$ cat src/rtl/snake_game_ctrl_if.sv
// Signal bundle between the game sequencer and its neighbours (debouncers, body, apple, VGA).
// The master side drives keys and collision/apple events; the slave side is the sequencer.
interface snake_game_ctrl_if;
    logic       key_start;
    logic [3:0] key_dir;
    logic       hit_wall;
    logic       hit_body;
    logic       add_cube;
    logic [1:0] game_status;
    logic       game_restart;
    logic       move_tick;
    logic [1:0] direction;
    logic [4:0] cube_num;
    logic [7:0] score;
    logic       flash_on;

    modport master (
        output key_start, key_dir, hit_wall, hit_body, add_cube,
        input  game_status, game_restart, move_tick, direction, cube_num, score, flash_on
    );

    modport slave (
        input  key_start, key_dir, hit_wall, hit_body, add_cube,
        output game_status, game_restart, move_tick, direction, cube_num, score, flash_on
    );
endinterface

$ cat src/rtl/snake_game_ctrl.sv
// Snake game sequencer: game FSM, move-tick timer, steering latch, score and body length.
// Optional macro SPEEDUP_EN shortens the move-tick period with every apple eaten.
//
// state     | meaning
// S_RESTART | clear score/length/steering, issue one game_restart pulse
// S_START   | idle until key_start
// S_PLAY    | move ticks, steering, apples; any collision ends the game
// S_DIE     | flash the display DIE_FLASHES times, then restart
module snake_game_ctrl #(
    parameter int unsigned TICK_INIT   = 12_500_000,
    parameter int unsigned TICK_MIN    = 2_500_000,
    parameter int unsigned TICK_STEP   = 500_000,
    parameter int unsigned FLASH_HALF  = 12_500_000,
    parameter int unsigned DIE_FLASHES = 8,
    parameter int unsigned MAX_LEN     = 16
) (
    input  logic              CLK_50M,
    input  logic              RSTn,
    snake_game_ctrl_if.slave  bus
);
    typedef enum logic [1:0] {
        S_RESTART = 2'd0,
        S_START   = 2'd1,
        S_PLAY    = 2'd2,
        S_DIE     = 2'd3
    } state_t;

    state_t      state, state_nxt;
    logic [31:0] period;
    logic [31:0] tick_cnt;
    logic [31:0] flash_cnt;
    logic [31:0] flash_num;
    logic [1:0]  dir_q, pend_q, req_dir;
    logic [4:0]  cube_q;
    logic [7:0]  score_q;
    logic        restart_q, flash_q;
    logic        collide, tick_hit, flash_wrap, die_done, req_valid, req_ok;

    assign collide    = bus.hit_wall | bus.hit_body;
    assign tick_hit   = (state == S_PLAY) && (tick_cnt == period - 32'd1);
    assign flash_wrap = (state == S_DIE) && (flash_cnt == FLASH_HALF - 32'd1);
    assign die_done   = flash_wrap && (flash_num == DIE_FLASHES - 32'd1);

    always_comb begin
        req_valid = |bus.key_dir;
        req_dir   = 2'd0;
        if (bus.key_dir[0])      req_dir = 2'd0;
        else if (bus.key_dir[1]) req_dir = 2'd1;
        else if (bus.key_dir[2]) req_dir = 2'd2;
        else if (bus.key_dir[3]) req_dir = 2'd3;
    end

    // Opposite directions differ only in bit 0 (up/down = 0/1, left/right = 2/3).
    assign req_ok = req_valid && ((req_dir ^ dir_q) != 2'd1);

    always_ff @(posedge CLK_50M or negedge RSTn) begin
        if (!RSTn) state <= S_RESTART;
        else       state <= state_nxt;
    end

    always_comb begin
        state_nxt = state;
        case (state)
            S_RESTART: if (restart_q)     state_nxt = S_START;
            S_START:   if (bus.key_start) state_nxt = S_PLAY;
            S_PLAY:    if (collide)       state_nxt = S_DIE;
            S_DIE:     if (die_done)      state_nxt = S_RESTART;
            default:                      state_nxt = S_RESTART;
        endcase
    end

    always_ff @(posedge CLK_50M or negedge RSTn) begin
        if (!RSTn) begin
            restart_q <= 1'b0;
            tick_cnt  <= 32'd0;
            flash_cnt <= 32'd0;
            flash_num <= 32'd0;
            flash_q   <= 1'b1;
            dir_q     <= 2'd3;
            pend_q    <= 2'd3;
            cube_q    <= 5'd3;
            score_q   <= 8'd0;
        end else begin
            restart_q <= (state == S_RESTART) && !restart_q;
            case (state)
                S_RESTART: begin
                    score_q <= 8'd0;
                    cube_q  <= 5'd3;
                    dir_q   <= 2'd3;
                    pend_q  <= 2'd3;
                    flash_q <= 1'b1;
                end
                S_START: tick_cnt <= 32'd0;
                S_PLAY: begin
                    if (collide) begin
                        flash_cnt <= 32'd0;
                        flash_num <= 32'd0;
                    end else begin
                        tick_cnt <= tick_hit ? 32'd0 : tick_cnt + 32'd1;
                        if (tick_hit) dir_q  <= pend_q;
                        if (req_ok)   pend_q <= req_dir;
                        if (bus.add_cube) begin
                            if (score_q != 8'hFF)       score_q <= score_q + 8'd1;
                            if (cube_q != 5'(MAX_LEN))  cube_q  <= cube_q + 5'd1;
                        end
                    end
                end
                S_DIE: begin
                    if (flash_wrap) begin
                        flash_cnt <= 32'd0;
                        flash_num <= flash_num + 32'd1;
                        flash_q   <= die_done ? 1'b1 : ~flash_q;
                    end else begin
                        flash_cnt <= flash_cnt + 32'd1;
                    end
                end
                default: ;
            endcase
        end
    end

`ifdef SPEEDUP_EN
    logic [31:0] period_q, period_pend, period_dec;

    assign period     = period_q;
    assign period_dec = (period_pend >= TICK_MIN + TICK_STEP) ? period_pend - TICK_STEP : TICK_MIN;

    // The shortened period is staged and only loaded into the live compare at a wrap.
    always_ff @(posedge CLK_50M or negedge RSTn) begin
        if (!RSTn) begin
            period_q    <= TICK_INIT;
            period_pend <= TICK_INIT;
        end else if (state == S_RESTART) begin
            period_q    <= TICK_INIT;
            period_pend <= TICK_INIT;
        end else if (state == S_PLAY && !collide) begin
            if (tick_hit)     period_q    <= period_pend;
            if (bus.add_cube) period_pend <= period_dec;
        end
    end
`else
    logic unused_speedup;

    assign period         = TICK_INIT;
    assign unused_speedup = ^{TICK_MIN, TICK_STEP};
`endif

    assign bus.game_status  = state;
    assign bus.game_restart = restart_q;
    assign bus.move_tick    = tick_hit && !collide;
    assign bus.direction    = dir_q;
    assign bus.cube_num     = cube_q;
    assign bus.score        = score_q;
    assign bus.flash_on     = flash_q;
endmodule

$ cat src/flat_wrapper.sv
// flat-port wrapper written by rule: the top's interface ports become plain ports
module snake_game_ctrl_flat 
#(
    parameter int unsigned TICK_INIT   = 12_500_000,
    parameter int unsigned TICK_MIN    = 2_500_000,
    parameter int unsigned TICK_STEP   = 500_000,
    parameter int unsigned FLASH_HALF  = 12_500_000,
    parameter int unsigned DIE_FLASHES = 8,
    parameter int unsigned MAX_LEN     = 16
)
  (CLK_50M, RSTn, bus_key_start, bus_key_dir, bus_hit_wall, bus_hit_body, bus_add_cube, bus_game_status, bus_game_restart, bus_move_tick, bus_direction, bus_cube_num, bus_score, bus_flash_on);
  snake_game_ctrl_if bus_i ();
  input  logic CLK_50M;
  input  logic RSTn;
  input wire logic [$bits(bus_i.key_start)-1:0] bus_key_start;
  input wire logic [$bits(bus_i.key_dir)-1:0] bus_key_dir;
  input wire logic [$bits(bus_i.hit_wall)-1:0] bus_hit_wall;
  input wire logic [$bits(bus_i.hit_body)-1:0] bus_hit_body;
  input wire logic [$bits(bus_i.add_cube)-1:0] bus_add_cube;
  output wire logic [$bits(bus_i.game_status)-1:0] bus_game_status;
  output wire logic [$bits(bus_i.game_restart)-1:0] bus_game_restart;
  output wire logic [$bits(bus_i.move_tick)-1:0] bus_move_tick;
  output wire logic [$bits(bus_i.direction)-1:0] bus_direction;
  output wire logic [$bits(bus_i.cube_num)-1:0] bus_cube_num;
  output wire logic [$bits(bus_i.score)-1:0] bus_score;
  output wire logic [$bits(bus_i.flash_on)-1:0] bus_flash_on;
  assign bus_i.key_start = bus_key_start;
  assign bus_i.key_dir = bus_key_dir;
  assign bus_i.hit_wall = bus_hit_wall;
  assign bus_i.hit_body = bus_hit_body;
  assign bus_i.add_cube = bus_add_cube;
  assign bus_game_status = bus_i.game_status;
  assign bus_game_restart = bus_i.game_restart;
  assign bus_move_tick = bus_i.move_tick;
  assign bus_direction = bus_i.direction;
  assign bus_cube_num = bus_i.cube_num;
  assign bus_score = bus_i.score;
  assign bus_flash_on = bus_i.flash_on;
  snake_game_ctrl #(.TICK_INIT(TICK_INIT), .TICK_MIN(TICK_MIN), .TICK_STEP(TICK_STEP), .FLASH_HALF(FLASH_HALF), .DIE_FLASHES(DIE_FLASHES), .MAX_LEN(MAX_LEN)) u_core (.CLK_50M(CLK_50M), .RSTn(RSTn), .bus(bus_i));
endmodule
$ cat config.mk
export PLATFORM = sky130hd
export DESIGN_NAME = snake_game_ctrl_flat
export DESIGN_NICKNAME = d
export VERILOG_FILES = /design/src/rtl/snake_game_ctrl_if.sv /design/src/rtl/snake_game_ctrl.sv /design/src/flat_wrapper.sv
export SDC_FILE = /design/constraint.sdc
export NUM_CORES = 1
export LEC_CHECK = 0
export ABC_CLOCK_PERIOD_IN_PS = 5800
export BUFFER_PORTS_ARGS = -buffer_cell sky130_fd_sc_hd__buf_2
export CORE_MARGIN = 4
export CORE_UTILIZATION = 60
export CTS_BUF_LIST = sky130_fd_sc_hd__clkbuf_16
export DETAILED_ROUTE_END_ITERATION = 6
export PLACE_DENSITY = 0.79
export SETUP_SLACK_MARGIN = 0.05
export SYNTH_ARGS = -nofsm -noshare
export SYNTH_HDL_FRONTEND = slang
export SYNTH_SLANG_ARGS = --single-unit
$ cat constraint.sdc
create_clock -name CLK_50M -period 5.8 [get_ports CLK_50M]
set_input_delay 0.29 -clock CLK_50M [delete_from_list [all_inputs] [get_ports CLK_50M]]
set_output_delay 0.29 -clock CLK_50M [all_outputs]
set_load 0.02 [all_outputs]
==> impl_metrics.yaml, run 1 <==
status:
  status: "complete, but fails checks"
  violations: "negative hold slack"
sta:
  hold_ws_ps: -11.9
  setup-violations-final: 0
  max_slew_margin_pct: 31.1
  setup_tns_ps: 0
  drv_slew: 0
  finalCritPeriodShare_pct: 65.3
  rsz0062_at_grt: "no"
  final.min_clock_period_ps: 3790
  skew_ps: 9.54
  worst_slew_pin_slew_ps: 1030
  fmax_mhz: 264
  hold_viol_final: 4
layout:
  layout.nets: 792
  drive_gt1_share_pct: 12.2
  area_growth_pct: 10.4
  finalNonFillerCells: 928
  antenna_cells: 0
clock_tree:
  htree_levels: 4
  holdBufCountCts: 0
  cts_resized: 0
  cts_setup_buffers: 0
  clkSinkCount: 117
  cts_max_path_buffers: 2
  cts_root_buf: "clkbuf_16"
  cts.clk_slew.worst_paths_ps: 50
  insertion_delay_ps: 420
  cts_buffers: 17
  cts_tree: "built"
floorplan:
  ios: 30
  dieHeight_um: 116
  rows: 39
  initial_core_util_pct: 61.4
  die_x_um: 116
  placeableCoreArea_sq_mm: 0.0115
  die-area_sq_mm: 0.0135
synth:
  synth_ff_type: "dfrtp_1"
  yosys_warnings: 0
  synth_area_per_cell_sq_um: 9.22
  synth.distinct_cells: 72
  yosysSeqAreaShare_pct: 41.7
  synth-seq-cells: 117
  postSynth.asyncResetShare_pct: 100
  syn_inst: 763
  synthesis.nets: 783
  synth_area_leader_cell: "dfrtp_1"
  synth_edf_count: 0
  synthTopCellsByArea: "dfrtp_1, nor2_1, xnor2_1, nand4_1, nor4_1"
  yosys.area.top_type_share_pct: 39.1
  synthesis.area_sq_mm: 0.00704
setup_path:
  startpoint_type: "flop"
  required_ps: 6060
  crit_type: "reg2reg"
  worstPathMaxFanout: 30
  worstSetupEndpointType: "flop"
  arrival_ps: 4050
drt:
  vias_per_cell: 6.58
  drt_iter0_markers: 675
  ant_nets: 0
  drc: 0
  wl_um: 16600
  dr.pass1.iters: 5
  wl_per_cell_um: 17.9
  vias: 6106
grt:
  grt_pass1_vias: 5827
  antenna_found_initial: 0
  grt_max_degree: 72
  grt_usage_pct: 25.8
  grt_overflow: 0
  grt_first_pass_wirelength_um: 27800
power_and_ir_drop:
  p_leak_nw: 3.07
  powerDensity_mw_per_mm2: 241
  vdd_drop_max_mv: 0.279
min_path:
  worst_hold_path_type: "in2async"
job:
  maxCapViolCount: 0
placement:
  place_inst: 896
  routabilityCongestion: 0.859
  portBuffers: 29
  place_hpwl_um: 10700
==> Yosys cell counts (14+ instances only) <==
master	n
xor2_1	19
nor2_1	83
nand3_1	39
a21oi_1	22
o21ai_0	22
nand4_1	41
dfrtp_1	110
or4_1	14
clkbuf_1	18
nor3_1	17
o31ai_1	29
buf_2	18
nand2_1	56
a31oi_1	14
inv_1	16
xnor2_1	34
nor4_1	36
==> critical path, stage by stage, from the launching register on <==
cell and delay [ps]:
dfrtp_1 420, inv_1 130, ha_1 640, or3b_1 790, or4_4 700, nand2_1 750
o21ai_1 180
==> path summary, 6_finish.rpt <==
path	to	cells past startpoint	startpoint	slack (ps)
worst max-delay path	u_core.tick_cnt[12]	6	u_core.bus.game_status[0]	2010
worst min-delay path	u_core.flash_num[27]	1	RSTn	-10
worst max register to register	u_core.tick_cnt[12]	6	u_core.bus.game_status[0]	2010
worst min register to register	u_core.bus.game_restart	1	u_core.bus.game_restart	470
max in group asynchronous	u_core.tick_cnt[22]	2	RSTn	4670
min in group CLK_50M	u_core.pend_q[0]	3	bus_key_dir[0]	200
==> power by group <==
part           total (mW)  internal [mW]  switching [mW]
Clock                1.03          0.660           0.370
Sequential          0.817          0.817               0
Combinational      0.0226        0.00398          0.0186
Total                1.87           1.48           0.388
==> placed cells by master (no fill, tap or decap), drive strengths merged, types with 7 or more instances in the layout <==
master	count
nand2	57
nor4	43
or4	15
xnor2	34
inv	18
buf	33
nor2	85
nand3	39
dfstp	7
ha	10
nand4	45
nor4b	8
and3	9
nor2b	8
o31ai	29
mux2i	11
nor3	21
and2	12
clkbuf	17
and4	13
dfrtp	110
a31oi	15
or3	7
nand2b	10
xor2	19
a21oi	22
o21ai	25
clkinv	8
==> cell families (layout without fill, tap and decap cells) <==
| kind of cell | after synthesis | after routing | share of synthesized area, % |
|---|---|---|---|
| xor+xnor | 53 | 53 | 6.60 |
| flops | 117 | 117 | 41.7 |
| fa+ha+maj | 10 | 10 | 1.78 |
| compound gates | 126 | 126 | 12.3 |
| simple gates | 387 | 387 | 32.2 |
| buf+inv | 59 | 81 | 3.89 |
| mux | 11 | 11 | 1.57 |
==> flip-flops by register name, indices dropped and copies added (netlist names) <==
register                 cells
u_core.bus.cube_num          5
u_core.bus.score             8
u_core.bus.game_status       2
u_core.flash_cnt            32
u_core.pend_q                2
u_core.bus.game_restart      1
u_core.bus.direction         2
u_core.tick_cnt             32
u_core.bus.flash_on          1
u_core.flash_num            32
==> stage by stage <==
step / power [mW] / area, sq um / utilization [%] / worst slack (ps)
final: 1.87 / 7760 / 67.7 / 2010
after global routing: 1.92 / 7760 / 67.7 / 1710
after CTS: 1.88 / 7760 / 67.7 / 1990
after detailed placement: 0.855 / 7190 / 62.7 / 2000
after global placement: 0.854 / 7190 / 62.7 / 2210
after floorplan: 0.834 / 7040 / - / 3300
==> per-layer routing <==
layer	wire length [um]	vias up	share of wire, %	global-route usage [%]
li1	-	2876	-	-
met1	7170	2976	43	33.9
met2	8210	216	49	41.2
met3	888	38	5.3	5.75
met4	342	0	2.1	10.9
met5	0	-	0	0
==> cell type report <==
cell class,count,area [sq um]
clock buffer,17,425
clock inverter,15,146
fill,856,3700
inverter,16,60.1
multi-input combinational,587,3840
sequential,117,2940
tap,143,179
timing repair buffer,33,178
Power figures use the tool's default switching activity.
==> run 2: changes to the inputs <==
--- a/config.mk
+++ b/config.mk
@@ -5,13 +5,14 @@
 export SDC_FILE = /design/constraint.sdc
 export NUM_CORES = 1
 export LEC_CHECK = 0
-export ABC_CLOCK_PERIOD_IN_PS = 5800
+export ABC_AREA = 1
+export ABC_CLOCK_PERIOD_IN_PS = 3200
 export BUFFER_PORTS_ARGS = -buffer_cell sky130_fd_sc_hd__buf_2
 export CORE_MARGIN = 4
-export CORE_UTILIZATION = 60
+export CORE_UTILIZATION = 57
 export CTS_BUF_LIST = sky130_fd_sc_hd__clkbuf_16
 export DETAILED_ROUTE_END_ITERATION = 6
-export PLACE_DENSITY = 0.79
+export PLACE_DENSITY = 0.78
 export SETUP_SLACK_MARGIN = 0.05
 export SYNTH_ARGS = -nofsm -noshare
 export SYNTH_HDL_FRONTEND = slang
==> constraint.sdc (replaced) <==
create_clock -name CLK_50M -period 3.2 [get_ports CLK_50M]
set_input_delay 0.16 -clock CLK_50M [delete_from_list [all_inputs] [get_ports CLK_50M]]
set_output_delay 0.16 -clock CLK_50M [all_outputs]
set_load 0.02 [all_outputs]
==> run 2 against run 1 <==
Effect of this change: the run now ends clean; final cell count rose by 55%; global-route usage rose by 0.85 points; clock skew fell by 4.0 ps; die area rose by 17%; register-to-register slack got worse by 1500 ps; core utilization fell by 2.3 points; hold slack improved by 150 ps; combinational power rose to 68 times the previous value; first-iteration DRC count rose by 27%; fmax rose by 43%; clock power rose by 72%; critical path type unchanged.
==> impl_metrics.yaml, run 2 <==
clock_tree:
  cts_max_path_buffers: 2
  cts_setup_buffers: 0
  cts_buffers: 17
  htree_levels: 4
  cts.clk_slew.worst_paths_ps: 60
  insertion_delay_ps: 430
  cts_root_buf: "clkbuf_16"
  clkSinkCount: 117
  cts_tree: "built"
layout:
  final_cell_mix: "nand2_1, nor2_1, inv_1"
  utilization_pct: 65.4
  fillers: 1189
  multi_input_area_sq_mm: 0.00431
  drive_gt1_share_pct: 8.25
  regArea_sq_mm: 0.00294
  top_regs: "u_core.flash_cnt: 32 flops, u_core.flash_num: 32 flops, u_core.tick_cnt: 32 flops"
  area_growth_pct: 10.9
  antenna_cells: 0
  final_common_cell: "nand2_1"
  layout.nets: 1267
  finalNonFillerCells: 1436
grt:
  grt_overflow: 0
  grt_use_met2_pct: 42.4
  grt_pass1_vias: 7237
  grt_first_pass_wirelength_um: 34600
  grt_max_degree: 65
  busiest_layer: "met2"
  met3_usage_pct: 5.72
  grt_usage_pct: 26.6
  antenna_found_initial: 0
  met1_usage_pct: 36.6
sta:
  skew_ps: 5.55
  max_slew_margin_pct: 22.8
  final.min_clock_period_ps: 2650
  rsz0062_at_grt: "no"
  hold_viol_final: 0
  finalCritPeriodShare_pct: 82.8
  drv_slew: 0
  worst_slew_pin_slew_ps: 1150
  setup_tns_ps: 0
  setup-violations-final: 0
  fmax_mhz: 377
drt:
  wl_um: 20300
  drt_iter0_markers: 858
  drc: 0
  ant_nets: 0
  dr.pass1.iters: 6
  vias: 7788
  wl_per_cell_um: 14.1
  vias_per_cell: 5.42
setup_path:
  required_ps: 3540
  worst-r2r-setup-slack_ps: 550
  crit_type: "reg2reg"
  arrival_ps: 2990
  r2r-start: "u_core.bus.game_status[0]"
  crit_slowest_cell: "a21oi_4"
  r2r-end: "u_core.flash_num[16]"
  worstPathMaxFanout: 43
  startpoint_type: "flop"
  cp_slowest_stage_delay_ps: 870
  path_cells: "inv_1, ha_1, buf_4, o21ai_2, buf_4, a21oi_4, nand3_2, o21ai_2"
  worstSetupEndpointType: "flop"
  r2r_cells: 8
synth:
  synth-xor-area-share_pct: 4.32
  synth-compound-area-share_pct: 6.24
  synth-simple-area-share_pct: 42.4
  syn_inst: 1216
  synthAdderAreaFrac_pct: 1.58
  yosysSeqAreaShare_pct: 37.2
  synth_area_per_cell_sq_um: 6.50
  synthesis.nets: 1236
  yosys_warnings: 0
  synth_most_common_cell: "nand2_1"
  synthTopCellsByArea: "dfrtp_1, nand2_1, nor2_1, nand3_1, inv_1"
  synth_top_family_by_area: "simple AND/OR/NAND/NOR gates"
  synth_edf_count: 0
  yosys.area.top_type_share_pct: 34.8
  synth_ff_type: "dfrtp_1"
  synth_area_leader_cell: "dfrtp_1"
  synth_common_cells: "nand2_1, nor2_1, inv_1"
  postSynth.asyncResetShare_pct: 100
  synth-seq-cells: 117
  yosys-mux-area-fraction_pct: 0
  synth.distinct_cells: 36
  synthesis.area_sq_mm: 0.00790
power_and_ir_drop:
  total_power_mw: 5.05
  vdd_drop_max_mv: 0.414
  powerDensity_mw_per_mm2: 577
  p_leak_nw: 3.84
job:
  maxCapViolCount: 0
min_path:
  holdPathStages: 6
  worst_hold_path_type: "in2reg"
  hold_end: "u_core.pend_q[0]"
  hp-start: "bus_key_dir[0]"
floorplan:
  ios: 30
  die_x_um: 126
  dieHeight_um: 126
  placeableCoreArea_sq_mm: 0.0134
  die-area_sq_mm: 0.0158
  initial_core_util_pct: 59.0
  rows: 42
placement:
  routabilityCongestion: 0.946
  portBuffers: 29
  place_hpwl_um: 14700
  place_inst: 1403
status:
  status: "finished clean"
## run 2: changes by cell type in the layout (fill, tap and decap cells not counted), moves of 14 or more
| cell | before | now |
|---|---|---|
| nor4_1 | 36 | 1 |
| o31ai_1 | 29 | 2 |
| inv_1 | 18 | 134 |
| xnor2_1 | 34 | 7 |
| nand3_1 | 39 | 111 |
| nor2_1 | 83 | 208 |
| o21ai_1 | 3 | 22 |
| o21ai_0 | 22 | 48 |
| nand2_1 | 56 | 382 |
| nor3_1 | 17 | 37 |
| or4_1 | 14 | 0 |
## run 2: worst max-delay path, delay by kind of cell, from the launching register on
family,cells,cell delay [ps]
AND/OR/NAND/NOR,1,160
buffers and inverters,3,620
flip-flops,1,420
adder cells (fa/ha/maj),1,180
AO/OA/AOI/OAI,3,1180
## run 2: cells by family (layout without fill, tap and decap cells)
family                     count (synthesis)  in the layout
AOI/OAI and AO/OA                         90             90
and+or+nand+nor                          796            796
adders and majority gates                 10             10
DFF                                      117            117
buffers and inverters                    164            208
xor gates and xnor gates                  39             39
## run 2: per-layer routing
layer / vias to the layer above / share of wire [%]
met1: 3554 / 46
li1: 3923 / -
met3: 46 / 6.6
met5: - / 0
met2: 265 / 45
met4: 0 / 1.9
## run 2: area by class of cell
type                    count  share of cell area (%)
repair buffers             37                    2.68
clock buffers              17                    4.85
well taps                 176                    2.51
multi-input cells         935                    49.2
flip-flops and latches    117                    33.5
clock inverters            15                    1.34
inverters                 139                    5.95
## run 2: what timing repair did
| item | 4_1_cts | 5_1_grt |
|---|---|---|
| hold endpoints to repair | 62 | 0 |
| hold buffers | 1 | 0 |
| resized for setup | 0 | 0 |
## run 2: metrics by stage
| step | hold slack (ps) | setup slack, ps | area [sq um] |
|---|---|---|---|
| global route | 177 | 295 | 8760 |
| CTS | 134 | 531 | 8760 |
| floorplan | -136 | 1230 | 7900 |
| finish | 141 | 550 | 8760 |
| global placement | 311 | 627 | 8210 |
| detailed placement | 314 | 545 | 8210 |
## run 2: worst max-delay path by stage
stage	startpoint	endpoint	slack, ps	cells after the start
finish	u_core.bus.game_status[0]	u_core.flash_num[16]	550	8
global route	u_core.bus.game_status[0]	u_core.flash_num[4]	290	8
CTS	u_core.bus.game_status[0]	u_core.flash_num[16]	530	8
detailed placement	u_core.bus.game_status[0]	u_core.flash_num[5]	550	7
global placement	u_core.bus.game_status[0]	u_core.flash_num[0]	630	7
floorplan	u_core.bus.game_status[0]	u_core.tick_cnt[19]	1230	13
## run 2: report_power, final
part,internal [mW],leakage [nW],switching (mW),total (mW)
registers,1.64,1.60,0.122,1.76
logic,0.375,1.98,1.15,1.53
clock network,1.05,0.251,0.716,1.77
